### config.mk
export PLATFORM = sky130hd
export DESIGN_NAME = ace_cache_datapath
export DESIGN_NICKNAME = d
export VERILOG_FILES = /design/src/rtl/cache_pkg.sv /design/src/rtl/cache_line_array.sv /design/src/rtl/ace_cache_datapath.sv
export SDC_FILE = /design/constraint.sdc
export NUM_CORES = 1
export LEC_CHECK = 0
export ABC_AREA = 1
export CORE_MARGIN = 1.5
export CORE_UTILIZATION = 40
export CTS_CLUSTER_SIZE = 40
export DETAILED_ROUTE_END_ITERATION = 7
export GPL_ROUTABILITY_DRIVEN = 0
export HOLD_SLACK_MARGIN = 0.15
export PLACE_DENSITY_LB_ADDON = 0.05
export SYNTH_ARGS = -nofsm -noshare
export SYNTH_HDL_FRONTEND = slang
export SYNTH_SLANG_ARGS = --single-unit
### constraint.sdc
create_clock -name clk -period 6.75 [get_ports clk]
set_clock_uncertainty 0.2 [all_clocks]
set_input_delay 1.0125 -clock clk [delete_from_list [all_inputs] [get_ports clk]]
set_output_delay 1.0125 -clock clk [all_outputs]
set_load 0.05 [all_outputs]
### src/rtl/cache_pkg.sv
// Shared definitions for the ACE cache datapath: line geometry, coherence
// state encoding, AR/AW/AC snoop codes, CR_RESP bit positions and the fixed
// AXI address-channel fields.
package cache_pkg;

    // Line geometry: 16 single-word lines, word-aligned.
    localparam int NUM_LINES = 16;
    localparam int INDEX_W   = 4;
    localparam int OFFSET_W  = 2;
    localparam int ID_W      = 4;

    // Coherence state of a line.
    typedef enum logic [2:0] {
        ST_UNIQUE_CLEAN = 3'b000,
        ST_UNIQUE_DIRTY = 3'b001,
        ST_SHARED_DIRTY = 3'b010,
        ST_INVALID      = 3'b011,
        ST_SHARED_CLEAN = 3'b100
    } line_state_e;

    // Outgoing read snoop codes.
    localparam logic [3:0] AR_SNOOP_READ_NO_SNOOP = 4'b0000;
    localparam logic [3:0] AR_SNOOP_READ_SHARED   = 4'b0001;
    localparam logic [3:0] AR_SNOOP_MAKE_UNIQUE   = 4'b1100;

    // Outgoing write snoop codes.
    localparam logic [2:0] AW_SNOOP_WRITE_NO_SNOOP = 3'b000;
    localparam logic [2:0] AW_SNOOP_WRITE_CLEAN    = 3'b010;

    // Incoming snoop codes.
    localparam logic [3:0] AC_READ_SHARED   = 4'b0001;
    localparam logic [3:0] AC_CLEAN_INVALID = 4'b1001;
    localparam logic [3:0] AC_MAKE_INVALID  = 4'b1101;

    // CR_RESP bit positions.
    localparam int CR_DATA_TRANSFER = 0;
    localparam int CR_ERROR         = 1;
    localparam int CR_PASS_DIRTY    = 2;
    localparam int CR_IS_SHARED     = 3;
    localparam int CR_WAS_UNIQUE    = 4;

    // Fixed AXI fields shared by the AR and AW channels.
    localparam logic [ID_W-1:0] AXI_ID     = 4'd0;
    localparam logic [2:0]      AXI_SIZE   = 3'b010;
    localparam logic [1:0]      AXI_BURST  = 2'b01;
    localparam logic [7:0]      AXI_LEN    = 8'd0;
    localparam logic [2:0]      AXI_PROT   = 3'b000;
    localparam logic [3:0]      AXI_CACHE  = 4'b0011;
    localparam logic [1:0]      AXI_BAR    = 2'b00;
    localparam logic [1:0]      AXI_DOMAIN = 2'b01;

    // A line this cache owns exclusively.
    function automatic logic is_unique(input logic [2:0] st);
        return (st == ST_UNIQUE_CLEAN) || (st == ST_UNIQUE_DIRTY);
    endfunction

    // A line whose data differs from memory.
    function automatic logic is_dirty(input logic [2:0] st);
        return (st == ST_UNIQUE_DIRTY) || (st == ST_SHARED_DIRTY);
    endfunction

endpackage

### src/rtl/cache_line_array.sv
// Tag, data and coherence-state storage for the direct-mapped cache.
// CPU port: combinational read, data/tag write and state write.
// Snoop port: combinational read and a state write that wins over a CPU
// state write to the same line in the same cycle.
module cache_line_array
    import cache_pkg::*;
#(
    parameter int TAG_W   = 26,
    parameter int DATA_W  = 32,
    parameter int STATE_W = 3
) (
    input  logic               clk,
    input  logic               rst_n,
    input  logic [INDEX_W-1:0] cpu_index,
    input  logic               data_we,
    input  logic [TAG_W-1:0]   wtag,
    input  logic [DATA_W-1:0]  wdata,
    input  logic               state_we,
    input  logic [STATE_W-1:0] wstate,
    output logic [TAG_W-1:0]   cpu_tag,
    output logic [DATA_W-1:0]  cpu_data,
    output logic [STATE_W-1:0] cpu_state,
    input  logic [INDEX_W-1:0] snp_index,
    input  logic               snp_state_we,
    input  logic [STATE_W-1:0] snp_wstate,
    output logic [TAG_W-1:0]   snp_tag,
    output logic [DATA_W-1:0]  snp_data,
    output logic [STATE_W-1:0] snp_state
);

    logic [TAG_W-1:0]   tags   [NUM_LINES];
    logic [DATA_W-1:0]  datas  [NUM_LINES];
    logic [STATE_W-1:0] states [NUM_LINES];
    logic               snoop_owns_line;

    assign cpu_tag   = tags[cpu_index];
    assign cpu_data  = datas[cpu_index];
    assign cpu_state = states[cpu_index];
    assign snp_tag   = tags[snp_index];
    assign snp_data  = datas[snp_index];
    assign snp_state = states[snp_index];

    // A snoop state write to the CPU-indexed line masks the CPU state write.
    always_comb begin
        snoop_owns_line = snp_state_we && (snp_index == cpu_index);
    end

    // Line storage: reset to Invalid/zero, then CPU and snoop writes.
    always_ff @(posedge clk) begin
        if (!rst_n) begin
            for (int i = 0; i < NUM_LINES; i++) begin
                tags[i]   <= '0;
                datas[i]  <= '0;
                states[i] <= STATE_W'(ST_INVALID);
            end
        end else begin
            if (data_we) begin
                tags[cpu_index]  <= wtag;
                datas[cpu_index] <= wdata;
            end
            if (state_we && !snoop_owns_line) begin
                states[cpu_index] <= wstate;
            end
            if (snp_state_we) begin
                states[snp_index] <= snp_wstate;
            end
        end
    end

endmodule

### src/rtl/ace_cache_datapath.sv
// Direct-mapped single-word-line data cache datapath for an ACE CPU port.
// Performs CPU and snoop lookups, drives AR/AW/W/CR/CD payloads and decodes
// R/B responses. Sequencing comes from external controllers via strobes.
// Optional feature macro: CACHE_DP_SNOOP_EN enables snoop lookup, snoop
// state changes and the CR/CD outputs; without it they are tied to 0.
module ace_cache_datapath
    import cache_pkg::*;
#(
    parameter int WIDTH_A     = 32,
    parameter int WIDTH_D     = 32,
    parameter int WIDTH_STATE = 3
) (
    input  logic                   clk,
    input  logic                   rst_n,
    input  logic [WIDTH_A-1:0]     cpu_addr,
    input  logic [WIDTH_D-1:0]     cpu_wdata,
    output logic [WIDTH_D-1:0]     cpu_rdata,
    input  logic                   write_from_cpu,
    input  logic                   write_from_interconnect,
    input  logic [WIDTH_STATE-1:0] new_state,
    input  logic                   mux_en,
    output logic                   cache_hit,
    output logic                   cache_miss,
    output logic [WIDTH_STATE-1:0] line_state,
    input  logic                   read_shared,
    input  logic                   make_unique,
    input  logic                   write_clean,
    input  logic                   read_resp_en,
    input  logic                   ac_enable,
    input  logic [WIDTH_A-1:0]     AC_ADDR,
    input  logic [3:0]             AC_SNOOP,
    input  logic [2:0]             AC_PROT,
    input  logic [WIDTH_D-1:0]     RDATA,
    input  logic [3:0]             RRESP,
    input  logic [ID_W-1:0]        R_ID,
    input  logic                   R_LAST,
    input  logic [1:0]             BRESP,
    input  logic [ID_W-1:0]        B_ID,
    output logic                   R_okay,
    output logic                   B_okay,
    output logic                   invalid,
    output logic                   snoop_miss,
    output logic                   response,
    output logic                   response_data,
    output logic [4:0]             CR_RESP,
    output logic [WIDTH_D-1:0]     CD_DATA,
    output logic                   CD_LAST,
    output logic [WIDTH_A-1:0]     AR_ADDR,
    output logic [ID_W-1:0]        AR_ID,
    output logic [2:0]             AR_SIZE,
    output logic [1:0]             AR_BURST,
    output logic [7:0]             AR_LEN,
    output logic [2:0]             AR_PROT,
    output logic [3:0]             AR_CACHE,
    output logic [1:0]             AR_BAR,
    output logic [1:0]             AR_DOMAIN,
    output logic [3:0]             AR_SNOOP,
    output logic [WIDTH_A-1:0]     AW_ADDR,
    output logic [ID_W-1:0]        AW_ID,
    output logic [2:0]             AW_SIZE,
    output logic [1:0]             AW_BURST,
    output logic [7:0]             AW_LEN,
    output logic [2:0]             AW_PROT,
    output logic [3:0]             AW_CACHE,
    output logic [1:0]             AW_BAR,
    output logic [1:0]             AW_DOMAIN,
    output logic [2:0]             AW_SNOOP,
    output logic                   W_STRB,
    output logic                   W_LAST,
    output logic [WIDTH_D-1:0]     W_DATA
);

    localparam int TAG_W = WIDTH_A - OFFSET_W - INDEX_W;
    localparam logic [WIDTH_STATE-1:0] STATE_INVALID = WIDTH_STATE'(ST_INVALID);

    logic [INDEX_W-1:0]     cpu_index;
    logic [TAG_W-1:0]       cpu_tag_in;
    logic [TAG_W-1:0]       line_tag;
    logic [WIDTH_D-1:0]     line_data;
    logic [WIDTH_STATE-1:0] line_st;
    logic                   data_we;
    logic [WIDTH_D-1:0]     fill_data;
    logic [INDEX_W-1:0]     snp_index;
    logic                   snp_state_we;
    logic [WIDTH_STATE-1:0] snp_wstate;
    logic [TAG_W-1:0]       snp_tag;
    logic [WIDTH_D-1:0]     snp_data;
    logic [WIDTH_STATE-1:0] snp_state;
    logic                   unused_inputs;

    assign cpu_index  = cpu_addr[OFFSET_W +: INDEX_W];
    assign cpu_tag_in = cpu_addr[WIDTH_A-1 -: TAG_W];
    assign data_we    = write_from_cpu || write_from_interconnect;

    // CPU write data has priority over the interconnect fill.
    always_comb begin
        if (write_from_cpu) begin
            fill_data = cpu_wdata;
        end else begin
            fill_data = RDATA;
        end
    end

    cache_line_array #(
        .TAG_W   (TAG_W),
        .DATA_W  (WIDTH_D),
        .STATE_W (WIDTH_STATE)
    ) u_lines (
        .clk          (clk),
        .rst_n        (rst_n),
        .cpu_index    (cpu_index),
        .data_we      (data_we),
        .wtag         (cpu_tag_in),
        .wdata        (fill_data),
        .state_we     (mux_en),
        .wstate       (new_state),
        .cpu_tag      (line_tag),
        .cpu_data     (line_data),
        .cpu_state    (line_st),
        .snp_index    (snp_index),
        .snp_state_we (snp_state_we),
        .snp_wstate   (snp_wstate),
        .snp_tag      (snp_tag),
        .snp_data     (snp_data),
        .snp_state    (snp_state)
    );

    // CPU lookup result for the indexed line.
    always_comb begin
        cache_hit  = (line_tag == cpu_tag_in) && (line_st != STATE_INVALID);
        cache_miss = !cache_hit;
        line_state = line_st;
        cpu_rdata  = line_data;
    end

    // Read snoop code: MakeUnique outranks ReadShared.
    always_comb begin
        if (make_unique) begin
            AR_SNOOP = AR_SNOOP_MAKE_UNIQUE;
        end else if (read_shared) begin
            AR_SNOOP = AR_SNOOP_READ_SHARED;
        end else begin
            AR_SNOOP = AR_SNOOP_READ_NO_SNOOP;
        end
    end

    // Write snoop code for write-backs.
    always_comb begin
        if (write_clean) begin
            AW_SNOOP = AW_SNOOP_WRITE_CLEAN;
        end else begin
            AW_SNOOP = AW_SNOOP_WRITE_NO_SNOOP;
        end
    end

    assign AR_ADDR   = {cpu_addr[WIDTH_A-1:OFFSET_W], 2'b00};
    assign AR_ID     = AXI_ID;
    assign AR_SIZE   = AXI_SIZE;
    assign AR_BURST  = AXI_BURST;
    assign AR_LEN    = AXI_LEN;
    assign AR_PROT   = AXI_PROT;
    assign AR_CACHE  = AXI_CACHE;
    assign AR_BAR    = AXI_BAR;
    assign AR_DOMAIN = AXI_DOMAIN;

    // Write-back address is rebuilt from the stored tag, not the CPU tag.
    assign AW_ADDR   = {line_tag, cpu_index, 2'b00};
    assign AW_ID     = AXI_ID;
    assign AW_SIZE   = AXI_SIZE;
    assign AW_BURST  = AXI_BURST;
    assign AW_LEN    = AXI_LEN;
    assign AW_PROT   = AXI_PROT;
    assign AW_CACHE  = AXI_CACHE;
    assign AW_BAR    = AXI_BAR;
    assign AW_DOMAIN = AXI_DOMAIN;
    assign W_DATA    = line_data;
    assign W_STRB    = 1'b1;
    assign W_LAST    = 1'b1;

    // R status is captured only when the controller says a response is valid.
    always_ff @(posedge clk) begin
        if (!rst_n) begin
            R_okay <= 1'b0;
        end else if (read_resp_en) begin
            R_okay <= (RRESP[1:0] == 2'b00);
        end
    end

    // B status is sampled every cycle.
    always_ff @(posedge clk) begin
        if (!rst_n) begin
            B_okay <= 1'b0;
        end else begin
            B_okay <= (BRESP == 2'b00);
        end
    end

`ifdef CACHE_DP_SNOOP_EN
    logic       snp_hit;
    logic       miss_next;
    logic       inv_next;
    logic       data_next;
    logic [4:0] cr_next;
    logic       unused_snoop;

    assign snp_index    = AC_ADDR[OFFSET_W +: INDEX_W];
    assign unused_snoop = ^{AC_PROT, AC_ADDR[OFFSET_W-1:0]};

    // Snoop lookup and the response/state change it implies.
    always_comb begin
        snp_hit      = (snp_tag == AC_ADDR[WIDTH_A-1 -: TAG_W]) && (snp_state != STATE_INVALID);
        miss_next    = !snp_hit;
        inv_next     = 1'b0;
        data_next    = 1'b0;
        cr_next      = 5'b00000;
        snp_state_we = 1'b0;
        snp_wstate   = STATE_INVALID;
        if (snp_hit) begin
            cr_next[CR_WAS_UNIQUE] = is_unique(3'(snp_state));
            case (AC_SNOOP)
                AC_READ_SHARED: begin
                    cr_next[CR_IS_SHARED]     = 1'b1;
                    cr_next[CR_PASS_DIRTY]    = (snp_state == WIDTH_STATE'(ST_UNIQUE_DIRTY));
                    cr_next[CR_DATA_TRANSFER] = 1'b1;
                    data_next                 = 1'b1;
                    snp_state_we              = ac_enable;
                    // A SharedDirty owner keeps write-back responsibility.
                    if (snp_state == WIDTH_STATE'(ST_SHARED_DIRTY)) begin
                        snp_wstate = WIDTH_STATE'(ST_SHARED_DIRTY);
                    end else begin
                        snp_wstate = WIDTH_STATE'(ST_SHARED_CLEAN);
                    end
                end
                AC_CLEAN_INVALID, AC_MAKE_INVALID: begin
                    inv_next     = 1'b1;
                    snp_state_we = ac_enable;
                    snp_wstate   = STATE_INVALID;
                    // Only CleanInvalid hands dirty data back.
                    if ((AC_SNOOP == AC_CLEAN_INVALID) && is_dirty(3'(snp_state))) begin
                        cr_next[CR_PASS_DIRTY]    = 1'b1;
                        cr_next[CR_DATA_TRANSFER] = 1'b1;
                        data_next                 = 1'b1;
                    end else begin
                        data_next = 1'b0;
                    end
                end
                default: begin
                    cr_next[CR_IS_SHARED]     = 1'b1;
                    cr_next[CR_PASS_DIRTY]    = (snp_state == WIDTH_STATE'(ST_UNIQUE_DIRTY));
                    cr_next[CR_DATA_TRANSFER] = 1'b1;
                    data_next                 = 1'b1;
                end
            endcase
        end else begin
            cr_next = 5'b00000;
        end
    end

    // Snoop response registers: valid for exactly the cycle after ac_enable.
    always_ff @(posedge clk) begin
        if (!rst_n) begin
            snoop_miss    <= 1'b0;
            invalid       <= 1'b0;
            response      <= 1'b0;
            response_data <= 1'b0;
            CR_RESP       <= 5'b00000;
            CD_DATA       <= '0;
            CD_LAST       <= 1'b0;
        end else if (ac_enable) begin
            snoop_miss    <= miss_next;
            invalid       <= inv_next;
            response      <= 1'b1;
            response_data <= data_next;
            CR_RESP       <= cr_next;
            CD_DATA       <= data_next ? snp_data : '0;
            CD_LAST       <= data_next;
        end else begin
            snoop_miss    <= 1'b0;
            invalid       <= 1'b0;
            response      <= 1'b0;
            response_data <= 1'b0;
            CR_RESP       <= 5'b00000;
            CD_DATA       <= '0;
            CD_LAST       <= 1'b0;
        end
    end
`else
    logic unused_snoop;

    assign snp_index     = '0;
    assign snp_state_we  = 1'b0;
    assign snp_wstate    = STATE_INVALID;
    assign snoop_miss    = 1'b0;
    assign invalid       = 1'b0;
    assign response      = 1'b0;
    assign response_data = 1'b0;
    assign CR_RESP       = 5'b00000;
    assign CD_DATA       = '0;
    assign CD_LAST       = 1'b0;
    assign unused_snoop  = ^{ac_enable, AC_ADDR, AC_SNOOP, AC_PROT, snp_tag, snp_data, snp_state};
`endif

    assign unused_inputs = ^{cpu_addr[OFFSET_W-1:0], RRESP[3:2], R_ID, R_LAST, B_ID};

endmodule

==> results.cfg, run 1 <==
[finish]
stdcell_count = 6011
nets = 4598
drive_gt1_share_pct = 7.143
syn2layout_area_growth_pct = 15.06
n_fill_cell = 10420

[critical_path]
crit_fanout = 25
critPathCaptureType = primary output
r2r_setup_slack_ns = 5.91
required_ns = 5.54
crit_arrival_ns = 4.46
path_class = in2out
reg2reg_depth = 1
critPathLaunchType = input pin

[min_path]
hold_class = reg2reg
holdPathStages = 1

[sta]
relSlewSlack_pct = 19.09
hold_viol_final = 0
finalMaxSlewViolations = 0
fmax_ghz = 0.1763
setup_viol = 0
post-route-period-util_pct = 84.04
rsz0062_at_grt = no
worst_slew_pin_slew_ns = 1.214
fin_crit_ns = 5.673
setup_tns_ns = 0

[cts]
clk_pin_slew_ns = 0.06
root_buffer = clkbuf_16
post-cts-setup-buffers = 0
cts_resized = 0
insertion_delay_ns = 0.70
cts_buffers = 109
clk_path_buf_depth = 3
cts-htree-levels = 3
cts_tree = done
cts_hold_buf = 0
cts.sinks = 978

[routing]
first_pass_iters = 6
drc_errors = 0
detail_route.iter0.violations = 2704
ant_nets = 0
num_vias = 31800
wl_per_cell_um = 24.63
wl_mm = 148.0
via_per_inst = 5.290

[floorplanning]
row_count = 122
dieArea_um2 = 113200
io_pins = 405
start_util_pct = 40.23
coreArea_um2 = 110500
die_w_um = 336.4
die_h_um = 336.4

[logic_synthesis]
syn_area_per_cell_um2 = 10.20
synthAdderAreaFrac_pct = 0
yosys-mux-area-fraction_pct = 0.7204
synth_common_cells = nand2_1, nor2_1, edfxtp_1, a22oi_1, clkbuf_1
yosys_warnings = 0
synth_compound_area_share_pct = 6.179
yosys_register_bits = 978
synth_area_um2 = 44470
async_flop_share_pct = 0
synth_top_area_share_pct = 65.91
syn_inst = 4360
synth_top_family_by_area = simple AND/OR/NAND/NOR gates
ys_types = 26
synth-edff-count = 976
synth_ff_type = edfxtp_1
yosys.cell_count.top_type = nand2_1
synth-xor-area-share_pct = 0
synth_top_cell_by_area = edfxtp_1
synthSimpleGateAreaFrac_pct = 20.31
synth-seq-area-share_pct = 66.00
synthTopCellsByArea = edfxtp_1, nand2_1, nor2_1

[grt]
grt_max_degree = 104
grt_first_pass_wirelength_mm = 211.6
grt_pass1_vias = 30150
grt-ovfl-total = 0
grt_use_total_pct = 25.93
antenna_found_initial = 2

[placed_design]
io_buffer_count = 242
dp.cells = 5812
dpl.hpwl_mm = 75.26

[flow_run]
maxCapViolations = 0

[pwr]
p_leak_nw = 19.47
ir_drop_v = 0.0002320
p_per_area_nw_per_um2 = 286.9

[outcome]
status = complete, no violations
==> power by group <==
group | switching (W) | internal [W] | total, W
Combinational | 0.00143 | 0.000480 | 0.00191
Clock | 0.00246 | 0.00317 | 0.00563
Sequential | 0.0000919 | 0.00705 | 0.00714
==> worst max-delay path, stage by stage <==
cell	delay [ns]
clkdlybuf4s50_1	0.85
nor2_4	0.08
inv_2	0.67
buf_4	0.37
a21oi_1	0.06
or4_1	0.63
clkdlybuf4s50_1	0.75
==> path summary, 6_finish.rpt <==
| check | start | endpoint |
|---|---|---|
| setup reg to reg | R_okay | R_okay |
| hold reg to reg | R_okay | R_okay |
| setup / recovery | cpu_addr[5] | cpu_rdata[2] |
| hold / removal | R_okay | R_okay |
==> layout make-up <==
type / count / area, um^2 / area share (%)
diodes: 1 / 2.502 / 0.004891
clock buffers: 141 / 2869 / 5.608
clock inverters: 57 / 412.9 / 0.8070
inverters: 97 / 379.1 / 0.7410
multi-input cells: 2896 / 12870 / 25.16
flip-flops and latches: 978 / 29350 / 57.36
well taps: 1488 / 1862 / 3.639
repair buffers: 353 / 3417 / 6.679
==> routing by layer <==
layer	vias up	GRT usage (%)	share of wire (%)
li1	14580	-	-
met1	15850	35.75	43
met2	1164	43.54	48
met3	208	3.146	6.3
met4	2	6.498	2.3
met5	-	0	0.0074
==> flip-flops by register name, indices dropped and copies added (netlist names) <==
register,count
u_lines.states,48
u_lines.tags,416
u_lines.datas,512
B_okay,1
R_okay,1
==> metrics by stage <==
stage | setup slack [ns] | hold slack [ns] | cell area [um^2] | utilization [%] | total power [W]
floorplan | 2.073 | 0.5818 | 44860 | - | 0.008533
global placement | 1.134 | 0.2851 | 47880 | 43.32 | 0.009177
detailed placement | 1.108 | 0.2980 | 47880 | 43.32 | 0.009189
CTS | 1.090 | 0.3118 | 51160 | 46.29 | 0.01477
global route | 1.041 | 0.3529 | 51160 | 46.29 | 0.01514
finish | 1.077 | 0.3198 | 51160 | 46.29 | 0.01468
==> logic make-up after synthesis <==
group / Yosys count
other: 2
AND/OR/NAND/NOR: 2337
flip-flops: 978
buffers and inverters: 591
multiplexers: 32
AO/OA/AOI/OAI: 420
==> layout by cell type, fill, tap and decap left out, drive strengths merged, types with 4 or more instances in the layout <==
master / n
nand2: 1198
nor2: 1012
edfxtp: 976
a22oi: 256
clkdlybuf4s50: 227
clkbuf: 141
a21oi: 140
buf: 126
conb: 107
inv: 76
clkinv: 69
nand3: 67
or4: 32
mux2i: 32
o21ai: 23
nor3: 20
nand4: 6
bufinv: 5
clkinvlp: 4
Power figures use the tool's default switching activity.
==> run 2, diff against run 1 <==
==> constraint.sdc (replaced) <==
create_clock -name clk -period 5.36 [get_ports clk]
set_clock_uncertainty 0.2 [all_clocks]
set_input_delay 0.804 -clock clk [delete_from_list [all_inputs] [get_ports clk]]
set_output_delay 0.804 -clock clk [all_outputs]
set_load 0.05 [all_outputs]
==> run 2 against run 1 <==
  * Worst setup slack got worse by 0.60 ns
  * Utilization is 1.2 points higher
  * Sequential cell count stayed put
  * Clock power rose by 27%
  * Largest cell class unchanged
  * Highest routed layer is now met4
==> results.cfg, run 2 (same netlist as run 1, synthesis figures left out) <==
[cts]
cts_tree = done
post-cts-setup-buffers = 0
cts_hold_buf = 0
cts_buffers = 109
cts-htree-levels = 3
root_buffer = clkbuf_16
insertion_delay_ns = 0.70
cts.sinks = 978
clk_pin_slew_ns = 0.05
cts_resized = 0
clk_path_buf_depth = 3

[finish]
nets = 4633
drive_gt1_share_pct = 9.820
antenna_cells = 0
n_fill_cell = 10310
post-route-util_pct = 47.48
top_register = u_lines.datas
largest_register_ffs = 512
mostFrequentLayoutCell = nand2_1
reg_top3 = u_lines.datas (512), u_lines.tags (416), u_lines.states (48)
layout_common_cells = nand2_1, nor2_1, edfxtp_1
syn2layout_area_growth_pct = 18.00

[floorplanning]
start_util_pct = 40.23
io_pins = 405
die_w_um = 336.4
die_h_um = 336.4
row_count = 122
coreArea_um2 = 110500
dieArea_um2 = 113200

[sta]
rsz0062_at_grt = no
post-route-period-util_pct = 91.12
fmax_ghz = 0.2047
relSlewSlack_pct = 19.66
hold_viol_final = 0
setup_tns_ns = 0
fin_crit_ns = 4.884
worst_slew_pin_slew_ns = 1.205
finalMaxSlewViolations = 0
setup_viol = 0

[placed_design]
dpl.hpwl_mm = 77.95
io_buffer_count = 242

[critical_path]
critPathLaunchType = input pin
crit_arrival_ns = 3.88
crit_top_cell = nand2_1
cp_slowest_stage_delay_ns = 0.62
required_ns = 4.36
crit_fanout = 22
critPathCaptureType = primary output
cp_slowest_cell = clkdlybuf4s50_1
crit_chain = clkdlybuf4s50_1 -> inv_1 -> nor2_4 -> buf_12 -> nand2_1 -> nand2_1 -> nor2_1 -> nand2_1 -> nand2_1 -> nor2_1 -> nand2_1 -> nor2_1 -> nand2_1 -> nor2_1 -> buf_12
path_class = in2out

[routing]
drc_errors = 0
ant_nets = 0
wl_mm = 147.8
wl_per_cell_um = 24.47
via_per_inst = 5.296
detail_route.iter0.violations = 2883
num_vias = 31990
first_pass_iters = 5

[grt]
grt_first_pass_wirelength_mm = 213.4
grt-ovfl-total = 0
grt_max_degree = 104
grt_pass1_vias = 30880
antenna_found_initial = 0
grt_use_total_pct = 25.97

[pwr]
p_comb_share_pct = 14.3
clock_power_share_pct = 38.0
seqPwrFrac_pct = 47.7
p_per_area_nw_per_um2 = 359.1
switchingPower_w = 0.005058
p_leak_nw = 20.17
internal_power_w = 0.01378
ir_drop_v = 0.0002269
switching_share_pct = 26.85

[flow_run]
maxCapViolations = 0

[outcome]
status = complete, no violations

[min_path]
hold_class = reg2reg
run 2: cell types whose count changed in the layout (fill, tap and decap cells not counted), moves of 4 or more:
| cell | previous run | this run |
|---|---|---|
| buf_4 | 107 | 130 |
| buf_12 | 16 | 112 |
| clkinv_2 | 12 | 17 |
| clkdlybuf4s50_1 | 227 | 143 |
| inv_6 | 6 | 2 |
| clkinv_1 | 56 | 48 |
run 2: power groups by stage:
stage / clock network [W] / logic [W] / registers [W]
after floorplan: 0 / 0.00161 / 0.00914
after global placement: 0 / 0.00269 / 0.00914
after detailed placement: 0 / 0.00270 / 0.00915
after CTS: 0.00726 / 0.00270 / 0.00899
after global routing: 0.00754 / 0.00285 / 0.00903
final: 0.00716 / 0.00269 / 0.00899
run 2: metal layers:
layer | up-vias | track usage (%) | wire length (um)
met5 | - | 0 | 0
met2 | 1202 | 43.05 | 70600
met1 | 15940 | 35.73 | 63830
met3 | 226 | 3.503 | 9196
li1 | 14620 | - | -
met4 | 0 | 7.303 | 4196
run 2: layout make-up:
| cell class | count | area (um^2) | share of cell area, % |
|---|---|---|---|
| clock inverter | 50 | 409.1 | 0.7798 |
| timing repair buffer | 388 | 4671 | 8.902 |
| tap | 1488 | 1862 | 3.548 |
| inverter | 97 | 379.1 | 0.7226 |
| clock buffer | 143 | 2919 | 5.564 |
| sequential | 978 | 29350 | 55.94 |
| multi-input combinational | 2896 | 12880 | 24.55 |
run 2: per-stage QoR:
stage / std cells / power (W) / area, um^2 / worst slack [ns] / hold slack (ns)
after detailed placement: 5847 / 0.01185 / 49140 / 0.4941 / 0.2891
final: 6040 / 0.01884 / 52470 / 0.4759 / 0.3082
after global routing: 6040 / 0.01942 / 52470 / 0.3648 / 0.3171
after global placement: 5847 / 0.01183 / 49140 / 0.4744 / 0.2839
after floorplan: 4465 / 0.01075 / 44860 / 1.100 / 0.5818
after CTS: 6040 / 0.01895 / 52470 / 0.4913 / 0.3044
run 2: worst paths after layout:
kind / slack [ns] / endpoint / depth (start not counted) / from
max: 0.48 / cache_hit / 15 / cpu_addr[4]
min: 0.31 / R_okay / 1 / R_okay
max reg2reg: 4.53 / R_okay / 1 / R_okay
min reg2reg: 0.31 / R_okay / 1 / R_okay
run 2: critical path: cells and delay by family:
kind	cells	cell delay, ns
AND/OR/NAND/NOR	11	1.81
buffers and inverters	4	1.23
==> run 3, diff against run 2 <==
--- a/config.mk
+++ b/config.mk
@@ -6,6 +6,7 @@
 export NUM_CORES = 1
 export LEC_CHECK = 0
 export ABC_AREA = 1
+export CAP_MARGIN = 20
 export CORE_MARGIN = 1.5
 export CORE_UTILIZATION = 40
 export CTS_CLUSTER_SIZE = 40
@@ -13,6 +14,7 @@
 export GPL_ROUTABILITY_DRIVEN = 0
 export HOLD_SLACK_MARGIN = 0.15
 export PLACE_DENSITY_LB_ADDON = 0.05
+export SETUP_SLACK_MARGIN = 0.02
 export SYNTH_ARGS = -nofsm -noshare
 export SYNTH_HDL_FRONTEND = slang
 export SYNTH_SLANG_ARGS = --single-unit
==> results of run 3 <==
Same layout as run 2: the final DEF is identical, and so are final timing and power.
